$ cat src/rtl/clock.sv
// Seconds-countdown step unit: divides clk down to a one-second tick and
// registers the next remaining-seconds value from the externally held
// rest_time. stop pauses the prescaler, dis clears both prescaler and output.
module clock #(
    parameter int TICK_DIV = 100000000
) (
    input  logic       clk,
    input  logic       rst,
    input  logic [4:0] rest_time,
    output logic [4:0] next_time,
    input  logic       stop,
    input  logic       dis
);

    // A TICK_DIV of 2 still needs one prescaler bit.
    localparam int PW = (TICK_DIV > 2) ? $clog2(TICK_DIV) : 1;
    localparam logic [PW-1:0] PCNT_MAX = PW'(TICK_DIV - 1);

    logic [PW-1:0] pcnt_q;
    logic [PW-1:0] pcnt_d;
    logic [4:0]    next_time_q;
    logic [4:0]    next_time_d;
    logic          tick;

    // Decrement that saturates at zero instead of wrapping to 31.
    function automatic logic [4:0] sat_dec(input logic [4:0] v);
        if (v == 5'd0) begin
            return 5'd0;
        end
        return v - 5'd1;
    endfunction

    // Tick, prescaler and next-time selection in priority order dis > stop > normal.
    always_comb begin
        tick        = (pcnt_q == PCNT_MAX) && !stop && !dis;
        pcnt_d      = pcnt_q;
        next_time_d = rest_time;
        if (dis) begin
            pcnt_d      = '0;
            next_time_d = 5'd0;
        end else if (stop) begin
            pcnt_d      = pcnt_q;
            next_time_d = rest_time;
        end else begin
            pcnt_d      = (pcnt_q == PCNT_MAX) ? '0 : pcnt_q + PW'(1);
            next_time_d = tick ? sat_dec(rest_time) : rest_time;
        end
    end

    // State registers with synchronous reset taking precedence over everything.
    always_ff @(posedge clk) begin
        if (rst) begin
            pcnt_q      <= '0;
            next_time_q <= 5'd0;
        end else begin
            pcnt_q      <= pcnt_d;
            next_time_q <= next_time_d;
        end
    end

    assign next_time = next_time_q;

endmodule

$ cat config.mk
export PLATFORM = sky130hd
export DESIGN_NAME = clock
export DESIGN_NICKNAME = d
export VERILOG_FILES = /design/src/rtl/clock.sv
export SDC_FILE = /design/constraint.sdc
export NUM_CORES = 1
export LEC_CHECK = 0
export ABC_AREA = 1
export BUFFER_PORTS_ARGS = -buffer_cell sky130_fd_sc_hd__buf_2
export CORE_MARGIN = 4
export CORE_UTILIZATION = 25
export DETAILED_ROUTE_END_ITERATION = 8
export PLACE_DENSITY = 0.47
export SLEW_MARGIN = 25
export SYNTH_ARGS = -nofsm -noshare
export SYNTH_HDL_FRONTEND = slang
export SYNTH_SLANG_ARGS = --single-unit
$ cat constraint.sdc
create_clock -name clk -period 1.33 [get_ports clk]
set_input_delay 0.133 -clock clk [delete_from_list [all_inputs] [get_ports clk]]
set_output_delay 0.133 -clock clk [all_outputs]
set_load 0.05 [all_outputs]
==> impl_metrics.yaml, run 1 <==
layout:
  final_cell_mix: "nand2_1 (63), nor2_1 (57), buf_4 (49)"
  final_common_cell: "nand2_1"
  fin_nets: 387
  syn2layout_area_growth_pct: 49.3
  post-route-util_pct: 39.1
  drive_gt1_share_pct: 42.4
  fillCellCount: 808
  final_cell_area_um2: 2880
  n_antenna_cell: 0
timing:
  rsz0062_at_grt: "yes"
  setup_ws_ps: -27.8
  worst_pin_slew_ps: 245
  skew_ps: 7.19
  hold_viol: 0
  max_slew_margin_pct: 83.6
  max_freq_mhz: 736
  slew_viol_final: 0
  period_minus_slack_ps: 1360
  finalCritPeriodShare_pct: 102
  whs_ps: 80.1
  setup_violations: 16
yosys:
  synth_flop_cell: "dfxtp_1"
  syn_inst: 301
  synth_edf_count: 0
  synthArstFlopShare_pct: 0
  ys_ff_latch: 32
  syn-mean-instance-area_um2: 6.41
  seq_area_frac_synth_pct: 33.2
  synth_nets: 312
  syn_area_um2: 1930
  synth_warnings: 0
  synth.distinct_cells: 21
detailed_routing:
  ant_nets: 0
  drt_pass1_iterations: 4
  routed_wl_mm: 5.14
  drt_first_iter_violations: 64
  drc: 0
  vias_per_cell: 4.08
  vias: 1943
  wl_per_cell_um: 10.8
worst_setup_path:
  cpPeakStageDelay_ps: 360
  slowest_stage: "dfxtp_2"
  path_class: "register to register"
  timing.rr.start: "pcnt_q[0]"
  cpLargestDelayFamily: "simple AND/OR/NAND/NOR gates"
  cp-start-kind: "register"
  arrival_ps: 1540
  startpoint: "pcnt_q[0]"
  cp_cell_sequence: "ha_4, inv_2, nor2_4, nand2_4, nor2_4, nand3_2, nand2_4, buf_12, nor3_1"
  crit_fanout: 8
  cp-end-kind: "register"
  crit_buf_inv: 2
  required_ps: 1510
die:
  io-pin-count: 14
  dieHeight_um: 95.9
  design.core.area_um2: 7370
  start_util_pct: 26.2
  die_area_um2: 9190
  die_x_um: 95.9
  rows: 31
clocking:
  cts.htree.levels: 2
  cts_made_buffers: 5
  cts_max_path_buffers: 2
  clk_pin_slew_worst_paths_ps: 70
  clk_latency_ps: 290
  cts.sinks: 32
  cts_root_buf: "clkbuf_8"
  cts_tree: "yes"
placed_design:
  place_ws_ps: -136
  place_congestion: 0.858
  placed_cell_area_um2: 2500
  io_buffers: 13
  dp_hpwl_mm: 4.06
global_routing:
  grtUsageTotal_pct: 12.6
  grt-ovfl-total: 0
  grt_max_degree: 11
  antenna_found_initial: 0
  grt_pass1_wl_mm: 8.93
  grt_pass1_vias: 1975
run_status:
  violations: "setup timing"
  status: "finished with violations"
power_and_ir_drop:
  leakage_nw: 1.32
  vdd_drop_max_mv: 0.284
  fin_total_pwr_mw: 1.96
  power_density_nw_per_um2: 679
worst_hold_path:
  hold_path_class: "input pin to register"
  hp-start: "rest_time[4]"
job:
  cap_violations: 0
## state kept, by name, summed over array words and instances (netlist names)
register	count
next_time	5
pcnt_q	27
## kinds of logic after synthesis
logic type | after synthesis | synth area share (%)
AND/OR/NAND/NOR | 201 | 48.3
buffers and inverters | 49 | 10.3
adder cells (fa/ha/maj) | 2 | 1.30
XOR/XNOR | 12 | 5.44
AO/OA/AOI/OAI | 5 | 1.43
flip-flops | 32 | 33.2
## tightest hold or removal path: cells and delay by family
family | cells | cell delay, ps
buffers and inverters | 2 | 150
AND/OR/NAND/NOR | 1 | 60
## timing repair
action	in CTS	in global routing
resized for setup	34	41
pin swaps	13	18
hold buffers	0	0
gates cloned	0	0
setup endpoints to repair	27	28
buffers inserted	4	5
## final cells by class
type                       instances  area, µm²  share of cell area (%)
sequential                        32        663                    23.0
timing repair buffer              70        541                    18.8
tap                               99        124                    4.30
multi-input combinational        220       1290                    44.6
clock buffer                       6       82.6                    2.86
clock inverter                     2       10.0                   0.347
inverter                          47        176                    6.12
## synth_stat cells (3+ instances only)
library cell | instances | area share (%)
xor2_1 | 7 | 3.2
nand2_1 | 75 | 15
nor3_1 | 7 | 1.8
nor2_1 | 70 | 14
nor2_4 | 6 | 3.5
nor2_2 | 7 | 2.3
nand2_2 | 4 | 1.3
dfxtp_1 | 32 | 33
nand3_2 | 3 | 1.6
a21oi_1 | 4 | 1.0
xnor2_1 | 5 | 2.3
nand3_1 | 23 | 6.0
inv_1 | 45 | 8.7
## stage by stage
step                      cells  setup TNS (ps)
after CTS                   471            -336
final                       476            -222
after floorplan             301               0
after global placement      459            -903
after global routing        476           -2180
after detailed placement    459           -2070
## per-layer routing
metal | global-route usage, % | up-vias | wire length [µm]
li1 | - | 1059 | -
met1 | 16.4 | 865 | 2550
met2 | 20.7 | 12 | 2420
met3 | 2.11 | 7 | 79
met4 | 4.98 | 0 | 93
met5 | 0 | - | 0
## worst paths after layout
check / to / slack (ps) / cells past startpoint
worst min register to register: pcnt_q[11] / 550 / 2
worst max register to register: pcnt_q[20] / -30 / 9
worst min-delay path: next_time[4] / 80 / 3
worst max-delay path: pcnt_q[20] / -30 / 9
## where the power goes
| part | leakage (nW) | total [mW] | switching, mW | internal [mW] |
|---|---|---|---|---|
| logic | 0.997 | 0.169 | 0.106 | 0.0632 |
| clock network | 0.0510 | 0.816 | 0.403 | 0.413 |
| registers | 0.267 | 0.972 | 0.00497 | 0.967 |
| total | 1.32 | 1.96 | 0.514 | 1.44 |
Power figures use the tool's default switching activity.
==> run 2, diff against run 1 <==
Settings changed: RECOVER_POWER from default to 50.
==> run 2 against run 1 <==
The run still ends with setup timing left. Clock skew hardly changed. Power about the same. Combinational power hardly changed. Non-clock buffer count unchanged. Die area unchanged. Wire length grew 0.14%. Sequential share of layout area stayed put. Critical path depth stayed put. Sequential power about the same. Final cell count is the same. Design area is the same. Critical path type unchanged.
==> impl_metrics.yaml, run 2 (same netlist as run 1, synthesis figures left out) <==
layout:
  fin_nets: 387
  largest_reg_flops: 27
  post-route-util_pct: 39.1
  drive_gt1_share_pct: 42.4
  final_cell_mix: "nand2_1 (63), nor2_1 (57), buf_4 (49)"
  fillCellCount: 808
  syn2layout_area_growth_pct: 49.3
  final_cell_area_um2: 2880
  n_antenna_cell: 0
  final_common_cell: "nand2_1"
  top_register: "pcnt_q"
  final_cell_count_no_fill: 476
clocking:
  cts.sinks: 32
  cts_root_buf: "clkbuf_8"
  clk_latency_ps: 290
  cts.htree.levels: 2
  cts.hold.buffers_added: 0
  cts_tree: "yes"
  cts_max_path_buffers: 2
  clk_pin_slew_worst_paths_ps: 70
  cts_made_buffers: 5
die:
  rows: 31
  design.core.area_um2: 7370
  start_util_pct: 26.2
  io-pin-count: 14
  dieHeight_um: 95.9
  die_area_um2: 9190
  die_x_um: 95.9
run_status:
  violations: "setup timing"
  status: "finished with violations"
timing:
  slew_viol_final: 0
  finalCritPeriodShare_pct: 102
  max_slew_margin_pct: 81.2
  hold_viol: 0
  max_freq_mhz: 736
  worst_pin_slew_ps: 284
  period_minus_slack_ps: 1360
  setup_violations: 16
  rsz0062_at_grt: "yes"
  setup_ws_ps: -28.0
  whs_ps: 80.0
  skew_ps: 7.15
  tns_ps: -227
detailed_routing:
  ant_nets: 0
  drc: 0
  drt_first_iter_violations: 65
  vias: 1944
  drt_pass1_iterations: 4
  routed_wl_mm: 5.15
  vias_per_cell: 4.08
  wl_per_cell_um: 10.8
power_and_ir_drop:
  vdd_drop_max_mv: 0.285
  power_density_nw_per_um2: 680
  leakage_nw: 1.31
  fin_total_pwr_mw: 1.96
global_routing:
  grt_pass1_wl_mm: 8.93
  grt_pass1_vias: 1975
  grt_max_degree: 11
  antenna_found_initial: 0
  grtUsageTotal_pct: 12.6
  grt-ovfl-total: 0
worst_setup_path:
  path_class: "register to register"
  cp-end-kind: "register"
  startpoint: "pcnt_q[0]"
  required_ps: 1520
  arrival_ps: 1540
  crit_fanout: 8
  cp-start-kind: "register"
  timing.rr.start: "pcnt_q[0]"
placed_design:
  place_congestion: 0.858
  place_ws_ps: -136
  placed_cell_area_um2: 2500
  io_buffers: 13
  dp_hpwl_mm: 4.06
  numPlacedInstances: 459
worst_hold_path:
  hold_path_class: "input pin to register"
  hp-start: "rest_time[4]"
job:
  cap_violations: 0
==> run 2: changes by cell type in the layout (fill, tap and decap cells not counted), sizes merged <==
| cell | delta |
|---|---|
| clkbuf | +4 |
| buf | -4 |
==> run 2: cell type report <==
type / count / area (µm²) / share of cell area (%)
timing repair buffer: 70 / 541 / 18.8
sequential: 32 / 663 / 23.0
clock inverter: 2 / 10.0 / 0.347
tap: 99 / 124 / 4.30
multi-input combinational: 220 / 1290 / 44.6
inverter: 47 / 176 / 6.12
clock buffer: 6 / 82.6 / 2.86
==> run 2: per-layer routing <==
layer / up-vias / share of wire, % / GRT usage [%]
met5: - / 0 / 0
met4: 0 / 1.8 / 4.98
met3: 7 / 1.5 / 2.11
met2: 12 / 47 / 20.7
met1: 866 / 49 / 16.4
li1: 1059 / - / -
==> run 2: path summary, 6_finish.rpt <==
path                  endpoint  slack (ps)  cells after the start
setup reg to reg    pcnt_q[20]         -30                      9
hold / removal    next_time[4]          80                      3
setup / recovery    pcnt_q[20]         -30                      9
hold reg to reg     pcnt_q[11]         550                      2
==> run 2: report_power, final <==
part | switching, mW | total (mW) | internal [mW]
sequential | 0.00519 | 0.973 | 0.967
clock | 0.404 | 0.817 | 0.413
combinational | 0.106 | 0.169 | 0.0629
==> run 2: what timing repair did <==
item	CTS	global route
endpoints found under the setup margin	27	28
pin swaps	13	18
gates cloned	0	0
buffers inserted	4	5
gates resized for setup	34	41
==> run 2: critical path: stages (launching register included) <==
cell and delay [ps]:
dfxtp_2 360, ha_4 150, inv_2 40, nor2_4 160
nand2_4 70, nor2_4 100, nand3_2 90, nand2_4 110
buf_12 140, nor3_1 40
==> run 3, diff against run 2 <==
Settings changed: CTS_BUF_LIST from default to sky130_fd_sc_hd__clkbuf_8 sky130_fd_sc_hd__clkbuf_16, SKIP_CTS_REPAIR_TIMING from default to 1.
==> run 3 against run 2 <==
The flow still finishes with violations (setup timing). Largest power group unchanged. Clock skew about the same. Maximum frequency is 2.7% lower. Combinational power decreased by 2%. Via count unchanged. Critical path depth unchanged. Register-to-register slack got worse by 40 ps. Power fell by 0.43%. Sequential cell count unchanged. Die area unchanged. Clock power fell by 0.5%. Final cell count fell by 1.1%.
==> impl_metrics.yaml, run 3 (same netlist as run 1, synthesis figures left out) <==
run_status:
  status: "finished with violations"
  violations: "setup timing"
power_and_ir_drop:
  power_density_nw_per_um2: 699
  fin_total_pwr_mw: 1.95
  clockPowerShare_pct: 41.7
  seq_power_share_pct: 49.9
  combPwrFrac_pct: 8.5
  swShare_pct: 26.1
  leakage_nw: 1.28
  vdd_drop_max_mv: 0.287
  p_int_mw: 1.44
  netSwitchingPower_mw: 0.509
die:
  design.core.area_um2: 7370
  io-pin-count: 14
  dieHeight_um: 95.9
  die_x_um: 95.9
  die_area_um2: 9190
  start_util_pct: 26.2
  rows: 31
clocking:
  clk_pin_slew_worst_paths_ps: 70
  cts_max_path_buffers: 2
  cts.sinks: 32
  clk_latency_ps: 290
  cts_tree: "yes"
  cts.htree.levels: 2
  cts_root_buf: "clkbuf_8"
  cts_made_buffers: 5
timing:
  skew_ps: 7.20
  rsz0062_at_grt: "yes"
  setup_ws_ps: -65.4
  max_slew_margin_pct: 81.2
  setup_violations: 24
  worst_pin_slew_ps: 284
  hold_viol: 0
  finalCritPeriodShare_pct: 105
  tns_ps: -804
  period_minus_slack_ps: 1400
  max_freq_mhz: 717
  slew_viol_final: 0
worst_setup_path:
  required_ps: 1510
  cp-start-kind: "register"
  path_class: "register to register"
  arrival_ps: 1570
  cp-end-kind: "register"
  crit_fanout: 8
detailed_routing:
  routed_wl_mm: 5.11
  drt_first_iter_violations: 94
  vias_per_cell: 4.13
  vias: 1944
  wl_per_cell_um: 10.9
  ant_nets: 0
  drt_pass1_iterations: 4
  drc: 0
placed_design:
  place_ws_ps: -136
  dp_hpwl_mm: 4.06
  place_congestion: 0.858
  io_buffers: 13
layout:
  n_antenna_cell: 0
  final_cell_mix: "nand2_1 (64), nor2_1 (58), buf_4 (45)"
  post-route-util_pct: 37.9
  drive_gt1_share_pct: 39.5
  syn2layout_area_growth_pct: 44.6
  fillCellCount: 812
  top_register: "pcnt_q"
  fin_nets: 382
  largest_reg_flops: 27
  final_common_cell: "nand2_1"
global_routing:
  grt-ovfl-total: 0
  grt_pass1_wl_mm: 8.58
  grt_max_degree: 11
  grtUsageTotal_pct: 12.1
  grt_pass1_vias: 1921
  antenna_found_initial: 0
worst_hold_path:
  hold_path_class: "input pin to register"
job:
  cap_violations: 0
## run 3: cell count changes in the layout (fill, tap and decap cells not counted), sizes merged
cell | previous run | this run
buf | 66 | 61
## run 3: layer usage
layer	global-route usage, %	up-vias	wire, µm
li1	-	1050	-
met1	15.6	861	2460
met2	19.6	22	2370
met3	2.42	11	173
met4	5.45	0	106
met5	0	-	0
## run 3: layout make-up
class	count	area, µm²	area share, %
multi-input combinational	220	1240	44.5
sequential	32	658	23.6
timing repair buffer	65	499	17.9
inverter	47	176	6.32
tap	99	124	4.44
clock buffer	6	82.6	2.96
clock inverter	2	10.0	0.359
## run 3: final timing paths
check | start | to | slack, ps | depth (start not counted)
worst max-delay path | pcnt_q[1] | pcnt_q[18] | -70 | 9
worst min-delay path | rest_time[4] | next_time[4] | 80 | 3
worst max register to register | pcnt_q[1] | pcnt_q[18] | -70 | 9
worst min register to register | pcnt_q[1] | pcnt_q[1] | 550 | 2
## run 3: worst max-delay path: stages (launching register included)
cell and delay [ps]:
dfxtp_4 370, ha_4 140, inv_2 40, nor2_4 170
nand2_4 70, nor2_4 120, nand3_2 100, nand2_4 110
buf_12 130, nor3_2 40
## run 3: through the flow
step | std cells | hold slack, ps | cell area, µm²
finish | 471 | 80.1 | 2790
global route | 471 | 73.5 | 2790
CTS | 467 | 77.2 | 2590
detailed placement | 459 | 381 | 2500
global placement | 459 | 386 | 2500
floorplan | 301 | 259 | 1940
## run 3: power by group through the flow
stage          logic, mW  registers, mW  clock network (mW)
2_1_floorplan     0.0652           1.03                   0
3_3_place_gp       0.156          0.996                   0
3_5_place_dp       0.156          0.996                   0
4_1_cts            0.156          0.974               0.845
5_1_grt            0.180          0.974               0.903
6_report           0.165          0.973               0.813
